===== src/rtl/pc_fetch_unit.sv =====
// Program counter and fetch sequencer feeding the instruction memory.
// Selects jump/branch/sequential next-PC and halts in a sticky fault on bad targets.
module pc_fetch_unit #(
    parameter logic [31:0] RESET_VECTOR     = 32'h0000_0000,
    parameter int unsigned IMEM_DEPTH_WORDS = 1024
) (
    input  logic        clk,
    input  logic        rst,
    input  logic        stall,
    input  logic        branch_taken,
    input  logic [31:0] branch_target,
    input  logic        jump_valid,
    input  logic [31:0] jump_target,
    output logic [31:0] PC_out_address,
    output logic [31:0] PC_plus4,
    output logic        fetch_valid,
    output logic        fault,
    output logic [1:0]  fault_cause,
    output logic [31:0] fault_pc,
    output logic [31:0] fetch_count
);

    localparam logic [1:0] ST_BOOT  = 2'd0;
    localparam logic [1:0] ST_RUN   = 2'd1;
    localparam logic [1:0] ST_FAULT = 2'd2;

    // One bit wider than the PC so a 4 GiB memory limit cannot overflow.
    localparam logic [32:0] PC_LIMIT = 33'(IMEM_DEPTH_WORDS) << 2;

    logic [1:0]  state;
    logic [31:0] pc;
    logic [31:0] candidate;
    logic        misaligned;
    logic        out_of_range;

    always_comb begin
        candidate = pc + 32'd4;
        if (jump_valid) begin
            candidate = jump_target;
        end else if (branch_taken) begin
            candidate = branch_target;
        end
        misaligned   = (candidate[1:0] != 2'b00);
        out_of_range = ({1'b0, candidate} >= PC_LIMIT);
    end

    assign PC_out_address = pc;
    assign PC_plus4       = pc + 32'd4;
    assign fetch_valid    = (state == ST_RUN);
    assign fault          = (state == ST_FAULT);

    always_ff @(posedge clk) begin
        if (rst) begin
            state       <= ST_BOOT;
            pc          <= RESET_VECTOR;
            fault_cause <= '0;
            fault_pc    <= '0;
            fetch_count <= '0;
        end else begin
            case (state)
                ST_BOOT: state <= ST_RUN;
                ST_RUN: begin
                    if (!stall) begin
                        // The instruction currently shown counts even when its successor faults.
                        if (fetch_count != '1) begin
                            fetch_count <= fetch_count + 32'd1;
                        end
                        if (misaligned || out_of_range) begin
                            state       <= ST_FAULT;
                            fault_cause <= {out_of_range, misaligned};
                            fault_pc    <= candidate;
                        end else begin
                            pc <= candidate;
                        end
                    end
                end
                ST_FAULT: state <= ST_FAULT;
                default:  state <= ST_BOOT;
            endcase
        end
    end

endmodule


===== config.mk =====
export PLATFORM = sky130hd
export DESIGN_NAME = pc_fetch_unit
export DESIGN_NICKNAME = d
export VERILOG_FILES = /design/src/rtl/pc_fetch_unit.sv
export SDC_FILE = /design/constraint.sdc
export NUM_CORES = 1
export LEC_CHECK = 0
export CAP_MARGIN = 20
export CORE_UTILIZATION = 35
export CTS_BUF_LIST = sky130_fd_sc_hd__clkbuf_8
export CTS_CLUSTER_DIAMETER = 120
export DETAILED_ROUTE_END_ITERATION = 16
export PLACE_DENSITY = 0.65
export SLEW_MARGIN = 0
export SYNTH_ARGS = -nofsm -noshare
export SYNTH_HDL_FRONTEND = slang
export SYNTH_SLANG_ARGS = --single-unit

===== constraint.sdc =====
create_clock -name clk -period 6.1 [get_ports clk]
set_input_delay 1.22 -clock clk [delete_from_list [all_inputs] [get_ports clk]]
set_output_delay 1.22 -clock clk [all_outputs]
set_load 0.005 [all_outputs]

Word-level counts from Yosys, hierarchy flattened
Index checks and enable logic that the tools add are counted.
{ "totals": {"elab_cells": 27, "in_bits": 69, "reg_bits": 100} }
{ "op_classes": {"n_bitwise": 2, "n_reduce_logical": 7, "mux": 5, "n_eq_ne": 5, "addsub": 2, "n_lt_le_gt_ge": 1} }
{ "ops": {"columns": ["operator", "count"], "rows": [
  ["$mux W32", 2],
  ["$add A32 B1 Y32 const B", 1],
  ["$add A32 B3 Y32 const B", 1],
  ["$ge A32 B13 Y1 const B", 1],
  ["$ne A32 B32 Y1 const B", 1],
  ["$reduce_and A3 Y1", 3],
  ["$pmux W2 S3", 1],
  ["$mux W2", 2],
  ["$eq A2 B1 Y1 const B", 1],
  ["$eq A2 B2 Y1 const B", 1],
  ["$logic_not A2 Y1", 1],
  ["$ne A2 B1 Y1 const B", 1],
  ["$ne A2 B2 Y1 const B", 1],
  ["$not A1 Y1", 2],
  ["$reduce_and A2 Y1", 1],
  ["$reduce_bool A2 Y1", 1],
  ["$logic_or A1 B1 Y1", 1]
]} }

Logic depth before layout (Yosys ltp)
Gate-level depths: netlist (run 1).
{ "depth": {"word_depth": 8, "depth_mapped": 12, "mapped_depth_nobuf": 9} }

Worst setup path after synthesis (run 1)
No wires, ideal clock.
{ "synth_path": {"kind": "in2reg", "startpoint": "in branch_taken", "endpoint": "reg pc[10], in the netlist PC_out_address[10]", "path_stages": 10, "t_arrival_ns": 4.164, "slack_ns": 1.813, "setup_time_ns": 0.123, "n_path_buf": 2, "required_time_ns": 5.977, "path_cell_list": "clkbuf_1 > a21oi_1 > or4b_1 > a31oi_1 > o211ai_1 > or4_1 > or4_4 > nor4_4 > buf_6 > mux2_1"} }
{ "synth_via": {"elab_chain_len": 6, "word_cells_on_any_way": 7} }
{ "synth_lines": {"columns": ["item", "line", "rtl"], "rows": [
  ["from (decl)", "10", "input logic branch_taken,"],
  ["$mux W32 *", "40", "end else if (branch_taken) begin"],
  ["$mux W32 *", "38", "if (jump_valid) begin"],
  ["$ge A32 B13 Y1 / $reduce_bool A2 Y1 (equally long branches)", "44, 43", null],
  ["$logic_or A1 B1 Y1", "68", "if (misaligned || out_of_range) begin"],
  ["$not A1 Y1 (no line)", null, null],
  ["$reduce_and A3 Y1 (no line)", null, null],
  ["to (signal assigned)", "73", "pc <= candidate;"],
  ["to (decl)", "31", "logic [31:0] pc;"]
]} }
Every way passes the cells marked *; elsewhere a longest branch is shown, timed or not.
A chain may end at the register's enable or synchronous reset.

Final worst setup path (run 1)
{ "layout_path": {"startpoint": "reg pc[6], in the netlist PC_out_address[6]", "endpoint": "out PC_plus4[31]"} }
{ "layout_via": {"elab_chain_len": 1} }
{ "layout_lines": {"columns": ["item", "line", "rtl"], "rows": [
  ["$add A32 B3 Y32", "48", "assign PC_plus4 = pc + 32'd4;"],
  ["to (decl)", "15", "output logic [31:0] PC_plus4,"]
]} }
No other way between the ends.

==> results of run 1 <==
[critical path, delay by kind of cell (launching register included)]
family | cells | cell delay (ps)
and+or+nand+nor | 3 | 1570
DFF | 1 | 570
buffers and inverters | 1 | 570
xor gates and xnor gates | 1 | 330
[kinds of logic after synthesis]
family	count (synthesis)	synth area share
adders and majority gates	5	0.0111
buffers and inverters	64	0.0484
xor gates and xnor gates	55	0.0858
DFF	100	0.357
AOI/OAI and AO/OA	88	0.110
and+or+nand+nor	303	0.281
muxes	57	0.107
[metal layers]
metal / global-route usage / part of all wire / routed length (um)
met5: 0 / 0 / 0
met3: 0.0432 / 0.064 / 1260
met1: 0.316 / 0.45 / 8840
met2: 0.383 / 0.45 / 8930
met4: 0.107 / 0.031 / 604
[metrics by stage]
step / total power, mW / hold slack (ps) / worst slack, ps / instance area (um^2) / cells
after floorplan: 0.900 / 454 / 1810 / 5610 / 672
after global placement: 1.06 / 450 / 1240 / 7700 / 1042
after detailed placement: 1.07 / 459 / 1180 / 7730 / 1043
after CTS: 1.55 / 472 / 1520 / 7950 / 1058
after global routing: 1.60 / 497 / 1300 / 7950 / 1058
final: 1.53 / 467 / 1460 / 7950 / 1058
[area by class of cell]
cell class | instances | area, um^2
sequential | 100 | 2000
fill | 1519 | 7480
clock inverter | 5 | 82.6
inverter | 16 | 60.1
tap | 211 | 264
timing repair buffer | 208 | 2070
clock buffer | 10 | 138
multi-input combinational | 508 | 3340
[Yosys cell counts (2+ instances only)]
library cell	count
nand3_1	23
mux2i_1	35
a21oi_1	27
nor2_1	57
o31ai_1	3
a21o_1	4
nand2_1	82
xnor2_1	21
a31oi_1	3
buf_2	4
a22o_1	4
or3_1	4
o211ai_1	13
buf_4	5
ha_1	5
nand4_1	23
or2_2	3
clkbuf_1	35
xor2_1	34
dfxtp_1	100
nor4_1	8
and2_1	4
and3_1	7
a22oi_1	5
mux2_1	14
nor3_1	19
nor4b_1	2
nor2b_1	23
a31o_2	3
nor3b_1	24
o21ai_0	9
mux2_2	8
or4_1	4
inv_1	16
nand2b_1	9
and4_1	8
buf_1	3
[power by group through the flow]
stage	clock, mW	combinational [mW]	sequential [mW]
4_1_cts	0.492	0.344	0.712
3_3_place_gp	0	0.333	0.726
5_1_grt	0.515	0.369	0.717
2_1_floorplan	0	0.176	0.724
3_5_place_dp	0	0.342	0.726
6_report	0.480	0.343	0.711
[registers in the layout, summed over array words and instances (netlist names)]
| register | cells |
|---|---|
| state | 2 |
| fault_cause | 2 |
| PC_out_address | 32 |
| fetch_count | 32 |
| fault_pc | 32 |
[final timing paths]
check / endpoint / slack (ps) / cells past startpoint
setup reg to reg: PC_out_address[9] / 1550 / 9
hold reg to reg: fault_pc[26] / 470 / 2
setup / recovery: PC_plus4[31] / 1460 / 5
hold / removal: fault_pc[26] / 470 / 2
==> results_dict.tcl, run 1 <==
set metrics [dict create \
    min_from "fault_pc[26]" \
    finalCriticalPeriod_ps 4640 \
    post-route-util 0.515 \
    drt_first_pass_iters 5 \
    relSlewSlack 0.309 \
    clock_latency_ps 380 \
    ys.flop_type "dfxtp_1" \
    drtIter0Drc 383 \
    crit_path_max_incr_delay_ps 720 \
    dr_total_vias 5606 \
    endpoint_kind "output port" \
    die_w_um 129 \
    fmax_mhz 215 \
    drv_slew 0 \
    synthesis.area_um2 5610 \
    htreeDepth 3 \
    n_antenna_cell 0 \
    p_per_area_nw_per_um2 193 \
    arrival_ps 3420 \
    grt_pass1_wl_mm 30.2 \
    final_common_cell "clkdlybuf4s50_1" \
    power_switching_mw 0.422 \
    grt_use_total 0.240 \
    cts_setup_buffers 0 \
    nets 917 \
    ys_ff_latch 100 \
    synth_fp_nets 746 \
    synth_edf_count 0 \
    cts-resized-gates 0 \
    initial_core_util 0.364 \
    swShare 0.275 \
    worstSetupPathType "flip-flop to output port" \
    tightest_slew_ps 1040 \
    via_per_inst 5.30 \
    yosysWarnings 0 \
    core_region_area_um2 15400 \
    area_delta_synth_final_pct 41.7 \
    gp_congestion 0.897 \
    hold_buffers 0 \
    cts_root_buffer "clkbuf_8" \
    postSynthAreaPerCell_um2 8.35 \
    hold_path_class "flip-flop to flip-flop" \
    tns_ps 0 \
    worstSetupStartpoint "PC_out_address[6]" \
    setup_viol 0 \
    fp.dieArea_um2 16500 \
    grt_max_degree 97 \
    crit_top_cell "nand4_1" \
    leakagePower_nw 2.98 \
    comb_power_share 0.223 \
    clk_path_buf_depth 2 \
    start_kind "flip-flop" \
    dp_hpwl_mm 15.0 \
    synth_top_area_share 0.357 \
    cp_slowest_cell "nor4_1" \
    r2r_start "PC_out_address[6]" \
    syn_inst 672 \
    synthArstFlopShare 0 \
    cts.sinks 100 \
    yosysSeqAreaShare 0.357 \
    hold_violations 0 \
    finalClockSkew_ps 12.8 \
    grt_pass1_vias 5518 \
    cts_tree "built" \
    clk_pin_slew_ps 100 \
    cts_buffers 9 \
    layout-drive-gt1-share 0.0519 \
    numPortBuffers 200 \
    num_rows 45 \
    rsz0062_at_grt "no" \
    ioPinCount 201 \
    ir_worst_vdd_v 0.000101 \
    internal_power_mw 1.11 \
    pwr-share-seq 0.464 \
    max_cap_viol_count 0 \
    grt_antenna_before_repair 0 \
    cp_max_fo 11 \
    routed_wl_mm 19.6 \
    grt-ovfl-total 0 \
    cp_cell_sequence "nand4_1 -> nor4_1 -> nand4_1 -> xnor2_1 -> clkdlybuf4s50_1" \
    synthTopCellsByArea "dfxtp_1 (36%), mux2i_1 (6.2%), nand2_1 (5.5%), xor2_1 (5.3%), nor2_1 (3.8%)" \
    final_cell_mix "clkdlybuf4s50_1 (197), dfxtp_1 (100), nand2_1 (82)" \
    p_clk_frac 0.313 \
    min_period_over_period 0.761 \
    drcViolationCount 0 \
    yosysUniqueCellTypes 58 \
    status "finished, final reports clean" \
    detail_route.wl_per_cell_um 18.6 \
    die_h_um 129 \
    synth_top_cell_by_area "dfxtp_1" \
    ant_nets 0 \
    critPathRequiredTime_ps 4880 \
]
Note: power is estimated with default switching activity, not from simulation.
==> inputs of run 2 (changes only) <==
--- a/config.mk
+++ b/config.mk
@@ -10,7 +10,7 @@
 export CTS_BUF_LIST = sky130_fd_sc_hd__clkbuf_8
 export CTS_CLUSTER_DIAMETER = 120
 export DETAILED_ROUTE_END_ITERATION = 16
-export PLACE_DENSITY = 0.65
+export PLACE_DENSITY = 0.68
 export SLEW_MARGIN = 0
 export SYNTH_ARGS = -nofsm -noshare
 export SYNTH_HDL_FRONTEND = slang
==> constraint.sdc (replaced) <==
create_clock -name clk -period 3.99 [get_ports clk]
set_input_delay 0.798 -clock clk [delete_from_list [all_inputs] [get_ports clk]]
set_output_delay 0.798 -clock clk [all_outputs]
set_load 0.005 [all_outputs]
==> run 2 against run 1 <==
  * Sequential share of layout area is 0.92 points lower
  * Critical path depth grew 5
  * Design area rose by 3.8%
  * First-iteration DRC count rose by 30%
  * Die area stayed put
  * Clock power up 56%
  * Global-route usage is 0.42 points lower
  * Via count grew 1.4%
  * Clock skew up 2.8 ps
  * Count of clock-buffer cells in the layout grew 1
  * Non-clock buffer count up 35
  * Wire length fell by 2.8%
  * Critical endpoint is now fault_pc[15]
==> results_dict.tcl, run 2 (synthesis gave the netlist of run 1 again) <==
set metrics [dict create \
    num_rows 45 \
    layout-drive-gt1-share 0.0907 \
    n_antenna_cell 0 \
    fmax_mhz 259 \
    max_cap_viol_count 0 \
    core_region_area_um2 15400 \
    finalWorstSetupSlack_ps 135 \
    drtIter0Drc 498 \
    dp_slack_ps -315 \
    setup_viol 0 \
    cts_root_buffer "clkbuf_8" \
    multiInputGateArea_um2 3340 \
    detail_route.wl_per_cell_um 17.5 \
    arrival_ps 4110 \
    clock_latency_ps 380 \
    power_switching_mw 0.647 \
    tns_ps 0 \
    grt_pass1_wl_mm 29.7 \
    cts_tree "built" \
    ant_nets 0 \
    p_clk_frac 0.314 \
    htreeDepth 3 \
    swShare 0.271 \
    hold_violations 0 \
    internal_power_mw 1.74 \
    power.total_mw 2.39 \
    hold_buffers 0 \
    clk_path_buf_depth 2 \
    die_w_um 129 \
    ir_worst_vdd_v 0.000165 \
    final_common_cell "clkdlybuf4s50_1" \
    gp_congestion 0.916 \
    regArea_um2 2000 \
    dp_hpwl_mm 14.7 \
    cp_cell_sequence "clkdlybuf4s50_1 -> a21oi_2 -> or4b_1 -> a31oi_1 -> o211ai_1 -> or4_1 -> or4_4 -> o31ai_4 -> buf_12 -> mux2_1" \
    drcViolationCount 0 \
    via_per_inst 5.20 \
    crit_path_max_incr_delay_ps 600 \
    drv_slew 0 \
    n_fill_cell 1457 \
    clk_pin_slew_ps 90 \
    drt_first_pass_iters 5 \
    cts.sinks 100 \
    rsz0062_at_grt "no" \
    comb_power_share 0.228 \
    cts_buffers 9 \
    cts_setup_buffers 0 \
    dr_total_vias 5684 \
    pwr-share-seq 0.457 \
    endpoint_kind "flip-flop" \
    finalClockSkew_ps 15.6 \
    cp_slowest_cell "or4_4" \
    p_per_area_nw_per_um2 289 \
    fp.dieArea_um2 16500 \
    grt_antenna_before_repair 0 \
    routed_wl_mm 19.1 \
    final_cell_mix "clkdlybuf4s50_1 (197), dfxtp_1 (100), nand2_1 (82)" \
    status "finished, final reports clean" \
    min_period_over_period 0.966 \
    grt_use_total 0.236 \
    grt_pass1_vias 5500 \
    cp_max_fo 18 \
    ioPinCount 201 \
    worstSetupPathType "input port to flip-flop" \
    grt-ovfl-total 0 \
    die_h_um 129 \
    initial_core_util 0.364 \
    finalCriticalPeriod_ps 3860 \
    critPathRequiredTime_ps 4250 \
    hold_path_class "flip-flop to flip-flop" \
    grt_max_degree 97 \
    tightest_slew_ps 1010 \
    relSlewSlack 0.324 \
    leakagePower_nw 3.17 \
    nets 952 \
    numPortBuffers 200 \
    area_delta_synth_final_pct 47.0 \
    start_kind "input port" \
]
-- run 2: cell count changes in the layout (fill, tap and decap cells not counted) --
cell,before,now
buf_4,7,38
buf_12,0,3
buf_6,0,2
a21oi_1,27,26
a21oi_2,0,1
buf_16,1,0
clkbuf_8,10,11
clkinv_2,1,0
-- run 2: worst paths after layout --
| path | startpoint | end | slack (ps) | cells past startpoint |
|---|---|---|---|---|
| max reg2reg | PC_out_address[6] | PC_out_address[10] | 190 | 9 |
| min | fault_pc[24] | fault_pc[24] | 470 | 2 |
| min reg2reg | fault_pc[24] | fault_pc[24] | 470 | 2 |
| max | branch_target[12] | fault_pc[15] | 130 | 10 |
-- run 2: power groups by stage --
stage / combinational [mW] / sequential (mW) / clock [mW]
after floorplan: 0.268 / 1.11 / 0
after detailed placement: 0.546 / 1.11 / 0
final: 0.545 / 1.09 / 0.750
after global placement: 0.542 / 1.11 / 0
after CTS: 0.549 / 1.09 / 0.770
after global routing: 0.592 / 1.10 / 0.801
-- run 2: per-layer routing --
| metal | GRT usage | up-vias | routed length, um |
|---|---|---|---|
| li1 | - | 2776 | - |
| met1 | 0.309 | 2649 | 8510 |
| met2 | 0.379 | 225 | 8680 |
| met3 | 0.0428 | 34 | 1340 |
| met4 | 0.102 | 0 | 554 |
| met5 | 0 | - | 0 |
-- run 2: timing repair --
| action | in CTS | in global routing |
|---|---|---|
| endpoints found under the hold margin | 0 | 0 |
| resized for setup | 0 | 3 |
| endpoints found under the setup margin | 0 | 51 |
-- run 2: metrics by stage --
stage | cell area, um^2 | hold WS (ps) | std cells | utilization
floorplan | 5610 | 454 | 672 | -
global placement | 8010 | 444 | 1078 | 0.519
detailed placement | 8010 | 455 | 1078 | 0.519
CTS | 8240 | 472 | 1093 | 0.534
global route | 8250 | 485 | 1093 | 0.535
finish | 8250 | 468 | 1093 | 0.535
-- run 2: layout make-up --
type | instances | area share
tap | 211 | 0.0320
multi-input combinational | 508 | 0.405
clock inverter | 4 | 0.00940
clock buffer | 11 | 0.0183
sequential | 100 | 0.243
inverter | 16 | 0.00728
timing repair buffer | 243 | 0.285
-- run 2: worst max-delay path, delay by kind of cell --
kind                   cells  cell delay [ps]
and+or+nand+nor            3             1590
AOI/OAI and AO/OA          4              740
buffers and inverters      2              660
muxes                      1              330
==> inputs of run 3 (changes only) <==
--- a/config.mk
+++ b/config.mk
@@ -10,7 +10,7 @@
 export CTS_BUF_LIST = sky130_fd_sc_hd__clkbuf_8
 export CTS_CLUSTER_DIAMETER = 120
 export DETAILED_ROUTE_END_ITERATION = 16
-export PLACE_DENSITY = 0.68
+export PLACE_DENSITY = 0.77
 export SLEW_MARGIN = 0
 export SYNTH_ARGS = -nofsm -noshare
 export SYNTH_HDL_FRONTEND = slang
==> run 3 against run 2 <==
  * Sequential power about the same
  * Combinational power up 1%
  * Hold slack worse by 6.0 ps
  * Die area unchanged
  * Via count up 1.4%
  * Design area down 0.39%
  * Flip-flop and latch count unchanged
  * Wire length down 3.1%
  * Non-clock buffer count down 4
  * First-iteration DRC count down 20%
  * Clock power down 4.7%
==> results_dict.tcl, run 3 (synthesis gave the netlist of run 1 again) <==
set metrics [dict create \
    grt_pass1_vias 5447 \
    initial_core_util 0.364 \
    worstSetupPathType "input port to flip-flop" \
    finalCriticalPeriod_ps 3880 \
    n_antenna_cell 0 \
    critPathRequiredTime_ps 4250 \
    htreeDepth 3 \
    cts_root_buffer "clkbuf_8" \
    grt_pass1_wl_mm 28.7 \
    gp_congestion 0.953 \
    clk_path_buf_depth 2 \
    die_h_um 129 \
    final_common_cell "clkdlybuf4s50_1" \
    tns_ps 0 \
    setup_viol 0 \
    endpoint_kind "flip-flop" \
    cts.sinks 100 \
    n_fill_cell 1449 \
    timing.hold.ws_ps 462 \
    drv_slew 0 \
    status "finished, final reports clean" \
    hold_depth 2 \
    ir_worst_vdd_v 0.000156 \
    numPortBuffers 200 \
    post-route-util 0.533 \
    leakagePower_nw 3.15 \
    start_kind "input port" \
    clock_latency_ps 370 \
    drcViolationCount 0 \
    dp_hpwl_mm 14.3 \
    detail_route.wl_per_cell_um 17.0 \
    clk_pin_slew_ps 90 \
    finalClockSkew_ps 7.59 \
    via_per_inst 5.29 \
    rrSetupSlack_ps 160 \
    r2r_end "PC_out_address[0]" \
    area_delta_synth_final_pct 46.5 \
    grt_antenna_before_repair 0 \
    rsz0062_at_grt "no" \
    core_region_area_um2 15400 \
    routed_wl_mm 18.5 \
    ant_nets 0 \
    cp_max_fo 15 \
    fp.dieArea_um2 16500 \
    min_period_over_period 0.973 \
    hold_violations 0 \
    tightest_slew_ps 1010 \
    dr_total_vias 5765 \
    nets 948 \
    hold_end "fault_pc[26]" \
    r2r.worst_path.cells 10 \
    max_cap_viol_count 0 \
    hold_buffers 0 \
    hold_path_class "flip-flop to flip-flop" \
    num_rows 45 \
    relSlewSlack 0.328 \
    p_per_area_nw_per_um2 286 \
    fmax_mhz 258 \
    grt-ovfl-total 0 \
    grt_max_degree 97 \
    layout-drive-gt1-share 0.0853 \
    grt_use_total 0.225 \
    arrival_ps 4140 \
    power.total_mw 2.35 \
    r2r_start "PC_out_address[20]" \
    cts_tree "built" \
    drtIter0Drc 398 \
    ioPinCount 201 \
    final_cell_mix "clkdlybuf4s50_1 (197), dfxtp_1 (100), nand2_1 (82)" \
    drt_first_pass_iters 5 \
    cts_buffers 9 \
    min_from "fault_pc[26]" \
    die_w_um 129 \
]
==> run 3: changes by cell type in the layout (fill, tap and decap cells not counted), sizes merged <==
cell / before / now
clkbuf: 11 / 10
buf: 46 / 42
clkinvlp: 0 / 1
clkinv: 0 / 1
==> run 3: worst max path at each step <==
stage	startpoint	to	slack (ps)	depth (start not counted)
2_1_floorplan	branch_taken	PC_out_address[10]	120	10
3_3_place_gp	branch_target[12]	PC_out_address[9]	-230	10
3_5_place_dp	branch_target[12]	PC_out_address[0]	-250	11
4_1_cts	branch_target[12]	PC_out_address[0]	110	11
5_1_grt	PC_out_address[20]	PC_out_address[20]	10	10
6_report	branch_target[12]	fault_pc[10]	110	10
==> run 3: worst max-delay path, stage by stage <==
cell,delay (ps)
clkdlybuf4s50_1,460
a21oi_2,160
or4b_1,490
a31oi_1,200
o211ai_1,100
or4_1,510
or4_4,590
o31ai_4,310
buf_12,190
mux2_2,330
==> run 3: what timing repair did <==
action	CTS	global route
buffers inserted	0	0
resized for setup	0	2
setup endpoints to repair	0	37
==> run 3: cell type report <==
type / instances / area (um^2) / share of cell area
Clock buffer: 10 / 138 / 0.0167
Clock inverter: 6 / 80.1 / 0.00974
Inverter: 16 / 60.1 / 0.00731
Multi-Input combinational cell: 508 / 3340 / 0.407
Sequential cell: 100 / 2000 / 0.244
Tap cell: 211 / 264 / 0.0321
Timing Repair Buffer: 239 / 2330 / 0.284
==> run 3: report_power, final <==
part / leakage, nW / switching [mW] / internal, mW
clock: 0.115 / 0.349 / 0.365
combinational: 2.23 / 0.249 / 0.302
sequential: 0.808 / 0.0346 / 1.05
total: 3.15 / 0.633 / 1.72
==> run 3: metrics by stage <==
stage               area [um^2]  instances  setup WS [ps]
floorplan                  5610        672            125
global placement           7990       1074           -234
detailed placement         7990       1074           -250
CTS                        8210       1090            112
global route               8220       1090           11.1
finish                     8220       1090            110
==> run 3: metal layers <==
layer	part of all wire	global-route usage	routed length [um]
met5	0	0	0
met4	0.041	0.117	767
met3	0.071	0.0495	1310
met2	0.45	0.353	8250
met1	0.44	0.291	8180
